`config.mk`:
```
export PLATFORM = sky130hd
export DESIGN_NAME = status_tracker
export DESIGN_NICKNAME = d
export VERILOG_FILES = /design/src/rtl/status_tracker.sv
export SDC_FILE = /design/constraint.sdc
export NUM_CORES = 1
export LEC_CHECK = 0
export BUFFER_PORTS_ARGS = -buffer_cell sky130_fd_sc_hd__buf_2
export CAP_MARGIN = 20
export CORE_MARGIN = 1
export CORE_UTILIZATION = 40
export DETAILED_ROUTE_END_ITERATION = 7
export PLACE_DENSITY = 0.69
export SYNTH_ARGS = -nofsm -noshare
export SYNTH_HDL_FRONTEND = slang
export SYNTH_SLANG_ARGS = --single-unit
```
`constraint.sdc`:
```
create_clock -name clk -period 1.8 [get_ports clk]
set_input_delay 0.18 -clock clk [delete_from_list [all_inputs] [get_ports clk]]
set_output_delay 0.18 -clock clk [all_outputs]
set_load 0.1 [all_outputs]
```
`src/rtl/status_tracker.sv`:
```
// Per-player health/guard tracker: edge-detected hurt/block events, guard regen,
// sticky KO and a global freeze while any player is KO'd.
module status_tracker #(
  parameter int unsigned NUM_PLAYERS  = 2,
  parameter int unsigned HP_MAX       = 3,
  parameter int unsigned BLOCK_MAX    = 3,
  parameter int unsigned REGEN_FRAMES = 60
) (
  input  logic                             clk,
  input  logic                             reset,
  input  logic                             frame_tick,
  input  logic                             round_start,
  input  logic [2*NUM_PLAYERS-1:0]         stunmode,
  output logic [NUM_PLAYERS*HP_MAX-1:0]    health_bar,
  output logic [NUM_PLAYERS*BLOCK_MAX-1:0] block_bar,
  output logic [NUM_PLAYERS-1:0]           ko,
  output logic                             game_over,
  output logic [NUM_PLAYERS-1:0]           health_lost,
  output logic [NUM_PLAYERS-1:0]           guard_break
);

  localparam int unsigned HW = $clog2(HP_MAX + 1);
  localparam int unsigned GW = $clog2(BLOCK_MAX + 1);
  localparam int unsigned RW = $clog2(REGEN_FRAMES + 1);

  localparam logic [1:0] STUN_HURT  = 2'b01;
  localparam logic [1:0] STUN_BLOCK = 2'b10;

  localparam logic [HW-1:0] HEALTH_FULL = HW'(HP_MAX);
  localparam logic [GW-1:0] GUARD_FULL  = GW'(BLOCK_MAX);
  localparam logic [RW-1:0] REGEN_LAST  = RW'(REGEN_FRAMES - 1);

  logic [NUM_PLAYERS-1:0][HW-1:0] health, health_nxt;
  logic [NUM_PLAYERS-1:0][GW-1:0] guard, guard_nxt;
  logic [NUM_PLAYERS-1:0][RW-1:0] regen, regen_nxt;
  logic [2*NUM_PLAYERS-1:0]       prev_stun;
  logic [NUM_PLAYERS-1:0]         ko_nxt, lost_nxt, brk_nxt;
  logic [NUM_PLAYERS-1:0]         hurt_ev, block_ev;

  assign game_over = |ko;

  // Edge detection: an event fires only on entry into a stun code.
  always_comb begin
    hurt_ev  = '0;
    block_ev = '0;
    for (int p = 0; p < int'(NUM_PLAYERS); p++) begin
      hurt_ev[p]  = (stunmode[2*p +: 2] == STUN_HURT)  && (prev_stun[2*p +: 2] != STUN_HURT);
      block_ev[p] = (stunmode[2*p +: 2] == STUN_BLOCK) && (prev_stun[2*p +: 2] != STUN_BLOCK);
    end
  end

  // Next-state for counters, KO and pulses; round reload wins over events.
  always_comb begin
    health_nxt = health;
    guard_nxt  = guard;
    regen_nxt  = regen;
    ko_nxt     = ko;
    lost_nxt   = '0;
    brk_nxt    = '0;
    for (int p = 0; p < int'(NUM_PLAYERS); p++) begin
      if (round_start) begin
        health_nxt[p] = HEALTH_FULL;
        guard_nxt[p]  = GUARD_FULL;
        regen_nxt[p]  = '0;
        ko_nxt[p]     = 1'b0;
      end else if (!game_over) begin
        // A block with no guard left chips through as a hurt.
        if ((hurt_ev[p] || (block_ev[p] && guard[p] == GW'(0))) && health[p] != HW'(0)) begin
          health_nxt[p] = health[p] - HW'(1);
          lost_nxt[p]   = 1'b1;
          if (health[p] == HW'(1)) begin
            ko_nxt[p] = 1'b1;
          end
        end
        if (block_ev[p]) begin
          regen_nxt[p] = '0;
          if (guard[p] > GW'(1)) begin
            guard_nxt[p] = guard[p] - GW'(1);
          end else if (guard[p] == GW'(1)) begin
            guard_nxt[p] = '0;
            brk_nxt[p]   = 1'b1;
          end
        end else if (guard[p] == GUARD_FULL) begin
          regen_nxt[p] = '0;
        end else if (frame_tick) begin
          if (regen[p] == REGEN_LAST) begin
            guard_nxt[p] = guard[p] + GW'(1);
            regen_nxt[p] = '0;
          end else begin
            regen_nxt[p] = regen[p] + RW'(1);
          end
        end
      end
    end
  end

  always_ff @(posedge clk) begin
    if (reset) begin
      health      <= {NUM_PLAYERS{HEALTH_FULL}};
      guard       <= {NUM_PLAYERS{GUARD_FULL}};
      regen       <= '0;
      ko          <= '0;
      health_lost <= '0;
      guard_break <= '0;
      prev_stun   <= '0;
    end else begin
      health      <= health_nxt;
      guard       <= guard_nxt;
      regen       <= regen_nxt;
      ko          <= ko_nxt;
      health_lost <= lost_nxt;
      guard_break <= brk_nxt;
      prev_stun   <= stunmode;
    end
  end

  // Thermometer decode of the registered counters for the HUD.
  always_comb begin
    health_bar = '0;
    block_bar  = '0;
    for (int p = 0; p < int'(NUM_PLAYERS); p++) begin
      for (int i = 0; i < int'(HP_MAX); i++) begin
        health_bar[p*int'(HP_MAX) + i] = (health[p] > HW'(i));
      end
      for (int i = 0; i < int'(BLOCK_MAX); i++) begin
        block_bar[p*int'(BLOCK_MAX) + i] = (guard[p] > GW'(i));
      end
    end
  end

endmodule
```
After elaboration in Yosys (flattened, before gate mapping)
Cells that the tools add are included.
Widths: inputs -> output; s select.
- register bits after elaboration: 30
- output and inout port bits: 19
- bitwise operators: 3
- add/subtract/negate cells: 8
- muxes and demuxes: 24
- eq/ne operators: 20
- order comparisons: 12
- reductions and logical operators: 33
- operators with widths (operator ; number):
    $mux 6 ; 8
    $mux 2 ; 12
    $gt 2x1->1 const B ; 8
    $add 6x1->6 const B ; 2
    $eq 2x1->1 const B ; 6
    $eq 6x6->1 const B ; 2
    $reduce_bool 2->1 ; 6
    $reduce_or 6->1 ; 2
    $reduce_and 5->1 ; 2
    $eq 2x2->1 const B ; 4
    $gt 2x2->1 const B ; 4
    $logic_and 1x1->1 ; 8
    $ne 2x2->1 const B ; 4
    $reduce_and 2->1 ; 4
    $sub 2x1->2 const B ; 4
    $ne 3x2->1 const B ; 2
    $reduce_and 3->1 ; 2
    $reduce_bool 3->1 ; 2
    $add 2x1->2 const B ; 2
    $logic_not 2->1 ; 2
    $mux 1 ; 4
    $ne 2x1->1 const B ; 2
    $reduce_or 2->1 ; 2
    $reduce_or 4->1 ; 1
    2 further kinds ; 5

Depth between registers and ports, before layout
- word-level depth: 6
- gate-level depth with buffers: 7

Worst setup path after synthesis
No wires, ideal clock.
- path type: reg2reg
- start point: register ko[1]
- end point: register guard[3] (netlist name)
- buffers on the path: 1
- data required time: 1.682 ns
- slack: -0.538 ns
- clock period less this slack: 2.338 ns
- arrival: 2.220 ns
- cell stages (with the launch flop): 8
- cell sequence: dfxtp_1 -> nor2_4 -> inv_2 -> buf_2 -> a31oi_1 -> o21ai_0 -> mux2i_1 -> nand2_1
- word-level cells in the longest chain between the ends: 3
- RTL lines (element ; line ; source):
    start: declaration ; 16 ; output logic [NUM_PLAYERS-1:0] ko,
    start signal: assignment ; 110 ; ko <= ko_nxt;
    $reduce_or 2->1 ; 40 ; assign game_over = |ko;
    named net game_over ; 17 ; output logic game_over,
    $not 1->1 (no source line) ; n/a ;
    $reduce_and 5->1 (no source line) ; n/a ;
    end signal: assignment ; 100 ; guard <= {NUM_PLAYERS{GUARD_FULL}};
    end signal: assignment ; 108 ; guard <= guard_nxt;
    end: declaration ; 34 ; logic [NUM_PLAYERS-1:0][GW-1:0] guard, guard_nxt;
The timed path passes the listed nets, and every way through them passes these cells.
A chain may end at the register's enable or synchronous reset.

Worst setup path in the final report
- start point: register guard[3] (netlist name)
- end point: output block_bar[4]
- word-level cells in the longest chain between the ends: 1
- RTL lines (element ; line ; source):
    $gt 2x1->1 ; 126 ; block_bar[p*int'(BLOCK_MAX) + i] = (guard[p] > GW'(i));
    end: declaration ; 15 ; output logic [NUM_PLAYERS*BLOCK_MAX-1:0] block_bar,
Every way passes these cells.

==> run summary <==
Status = finished, final reports clean
Sink Count = 30
Layout cells sized above 1 = 32.1%
Number of detailed-route iterations in the first pass = 4
P_leak = 0.852 nW
Crit path capture type = output port
Core area = 4120 um2
Die Width = 68.2 um
Total grt overflow = 0
Worst R2R Start = guard[0]
Kind of critical path = reg2out
Synth top area share = 34.3%
Ys async rst share = 0%
Cell accounting for the most synthesized area = dfxtp_1
Syn Std Cell Area = 1750 um2
Setup-failing EPs final = 0
Tot GR Track Use = 16.8%
Vias = 1,475
N_diodes = 0
Max Cap Viol = 0
Largest net degree at the start of global routing = 21
Final Hold Viols = 0
Critical Path RT = 1620 ps
Max-Slew Margin vs Limit = 67.5%
Post-CTS setup buffers = 0
Slew @ Worst Pin = 491 ps
Power Density = 735 nW/um2
Post-cts repair resize count = 0
Syn Area/Cell = 9.17 um2
Cell Area, Placed = 1980 um2
Clk_skew = 5.28 ps
Die H = 68.2 um
Layout net count = 247
Initial Util = 42.6%
Final Max Slew Viols = 0
Final min period = 1720 ps
Skew-Pair Late Insertion Delay = 280 ps
CP top delay family = buffers and inverters
Cells after synthesis = 191
Maximum clock path buffer count = 2
Io pins = 27
Avg Vias per Cell = 5.38
Initial antenna violation count = 0
WL/cell = 12.9 um
Synth Register Bits = 30
Critical path cell sequence = inv_1 > ha_1 > nor2_2 > buf_2
Number of global-route vias before repair = 1,308
Hold buffers post-CTS = 0
Peak VDD IR = 0.259 mV
RSZ-0062 raised after global routing = false
Hold Slack = 116 ps
Maximum clock frequency = 583 MHz
Routed WL = 3540 um
Ys flop type = dfxtp_1
Htree depth = 2
Hpwl dp = 2620 um
1st-iter DRT viols = 45
DRC violations left = 0
Post-synth EDFFs = 0
Post-route ant nets = 0
Area Growth Syn to Fin = 19.6%
Buf/Inv on CP = 2
Cell depth of the worst hold path = 2
Die Footprint = 4650 um2
Clk slew on worst S/H paths = 60 ps
Register area share after synthesis = 34.3%
Critical-path top delay cell = buf_2
Hold Startpoint = stunmode[3]
Site Rows = 23
# port buffers = 26
Root cell of the clock tree = clkbuf_8
Post-synthesis cell type count = 55
CTS tree = yes
Synth top area cells = dfxtp_1 (34%), ha_1 (11%), nor2_1 (2.8%)
Slack of the worst reg-to-reg path = 150 ps
R2R cell count = 5
Data arrival, critical path = 1540 ps
Hold Path Class = in2reg
Period utilization = 95.3%
Total CTS buffers = 5
Total power = 1.54 mW
Syn nets = 215
R2R Path End = guard[0]
Synthesis Warnings = 0
Gpl congestion = 0.813
Max FO, Critical Path = 5
First-pass GRT wire length = 5740 um
Hold endpoint = prev_stun[3]
Setup crit start kind = flip-flop
Design area = 2090 um2
CP peak stage delay = 420 ps
power breakdown:
group / switching, mW / internal [mW] / total, mW
clock network: 0.247 / 0.385 / 0.633
logic: 0.152 / 0.0693 / 0.221
registers: 0.00998 / 0.676 / 0.686
total: 0.410 / 1.13 / 1.54
synthesized netlist by cell type, drive strengths merged, types with 5 or more instances:
library cell  instances
a31oi                 8
nor3                  7
nor2                 17
nand3                 9
o21ai                 8
nand2b                5
inv                  13
ha                   16
dfxtp                30
a21oi                 7
nand2                12
flip-flops by register name, indices dropped and copies added, names as in the netlist:
signal       flops
guard            4
guard_break      2
health           4
health_lost      2
ko               2
prev_stun        4
regen           12
layout by cell type, fill, tap and decap left out, types with 3 or more instances in the layout:
master / count
dfxtp_1: 27
buf_2: 26
nand2b_1: 3
o21ai_0: 8
a31oi_1: 7
nor3_1: 6
buf_4: 4
nand2_1: 12
a21oi_1: 7
nand3_1: 9
and2_1: 4
dfxtp_2: 3
inv_2: 3
and2b_1: 3
nor2_1: 10
inv_1: 9
clkbuf_8: 8
nor4_1: 3
ha_1: 14
nor2_2: 6
mux2i_1: 3
worst max path at each step:
| stage | start | end | slack, ps | cells after the start |
|---|---|---|---|---|
| after floorplan | guard[1] | block_bar[1] | -220 | 3 |
| after CTS | guard[3] | block_bar[4] | 80 | 4 |
| after global placement | guard[0] | guard[0] | 220 | 5 |
| final | guard[3] | block_bar[4] | 80 | 4 |
| after global routing | guard[3] | block_bar[4] | 30 | 4 |
| after detailed placement | guard[0] | guard[0] | 160 | 5 |
cells by family (layout without fill, tap and decap cells):
group / after synthesis / count (layout) / share of synthesized area (%)
mux: 5 / 5 / 3.00
simple gates: 79 / 79 / 28.3
flops: 30 / 30 / 34.3
xor+xnor: 2 / 2 / 1.00
compound gates: 40 / 40 / 16.9
buf+inv: 19 / 52 / 5.07
fa+ha+maj: 16 / 16 / 11.4
worst reg2reg max path, stage by stage, from the launching register on:
cell and delay, ps:
dfxtp_1 330, ha_1 290, o21ba_2 330, a31oi_2 130, a2111oi_2 370, a31oi_1 70
cell type report:
cell class,count,area (um2)
clock buffers,8,110
well taps,50,62.6
repair buffers,31,180
multi-input cells,142,1080
fillers,405,2020
flip-flops and latches,30,604
inverters,13,52.6
through the flow:
stage	worst slack, ps	instances	TNS, ps	utilization, %
2_1_floorplan	-225	191	-1880	-
3_3_place_gp	225	266	0	48.2
3_5_place_dp	161	266	0	48.2
4_1_cts	77.6	274	0	50.9
5_1_grt	28.1	274	0	50.9
6_report	84.4	274	0	50.9
routing by layer:
layer | share of wire [%] | routed length [um] | GRT usage (%) | up-vias
li1 | - | - | - | 748
met1 | 48 | 1700 | 20.5 | 691
met2 | 46 | 1620 | 27.2 | 30
met3 | 4.4 | 154 | 5.33 | 6
met4 | 1.7 | 59 | 6.25 | 0
met5 | 0 | 0 | 0 | -
(Power assumes the default switching activity.)
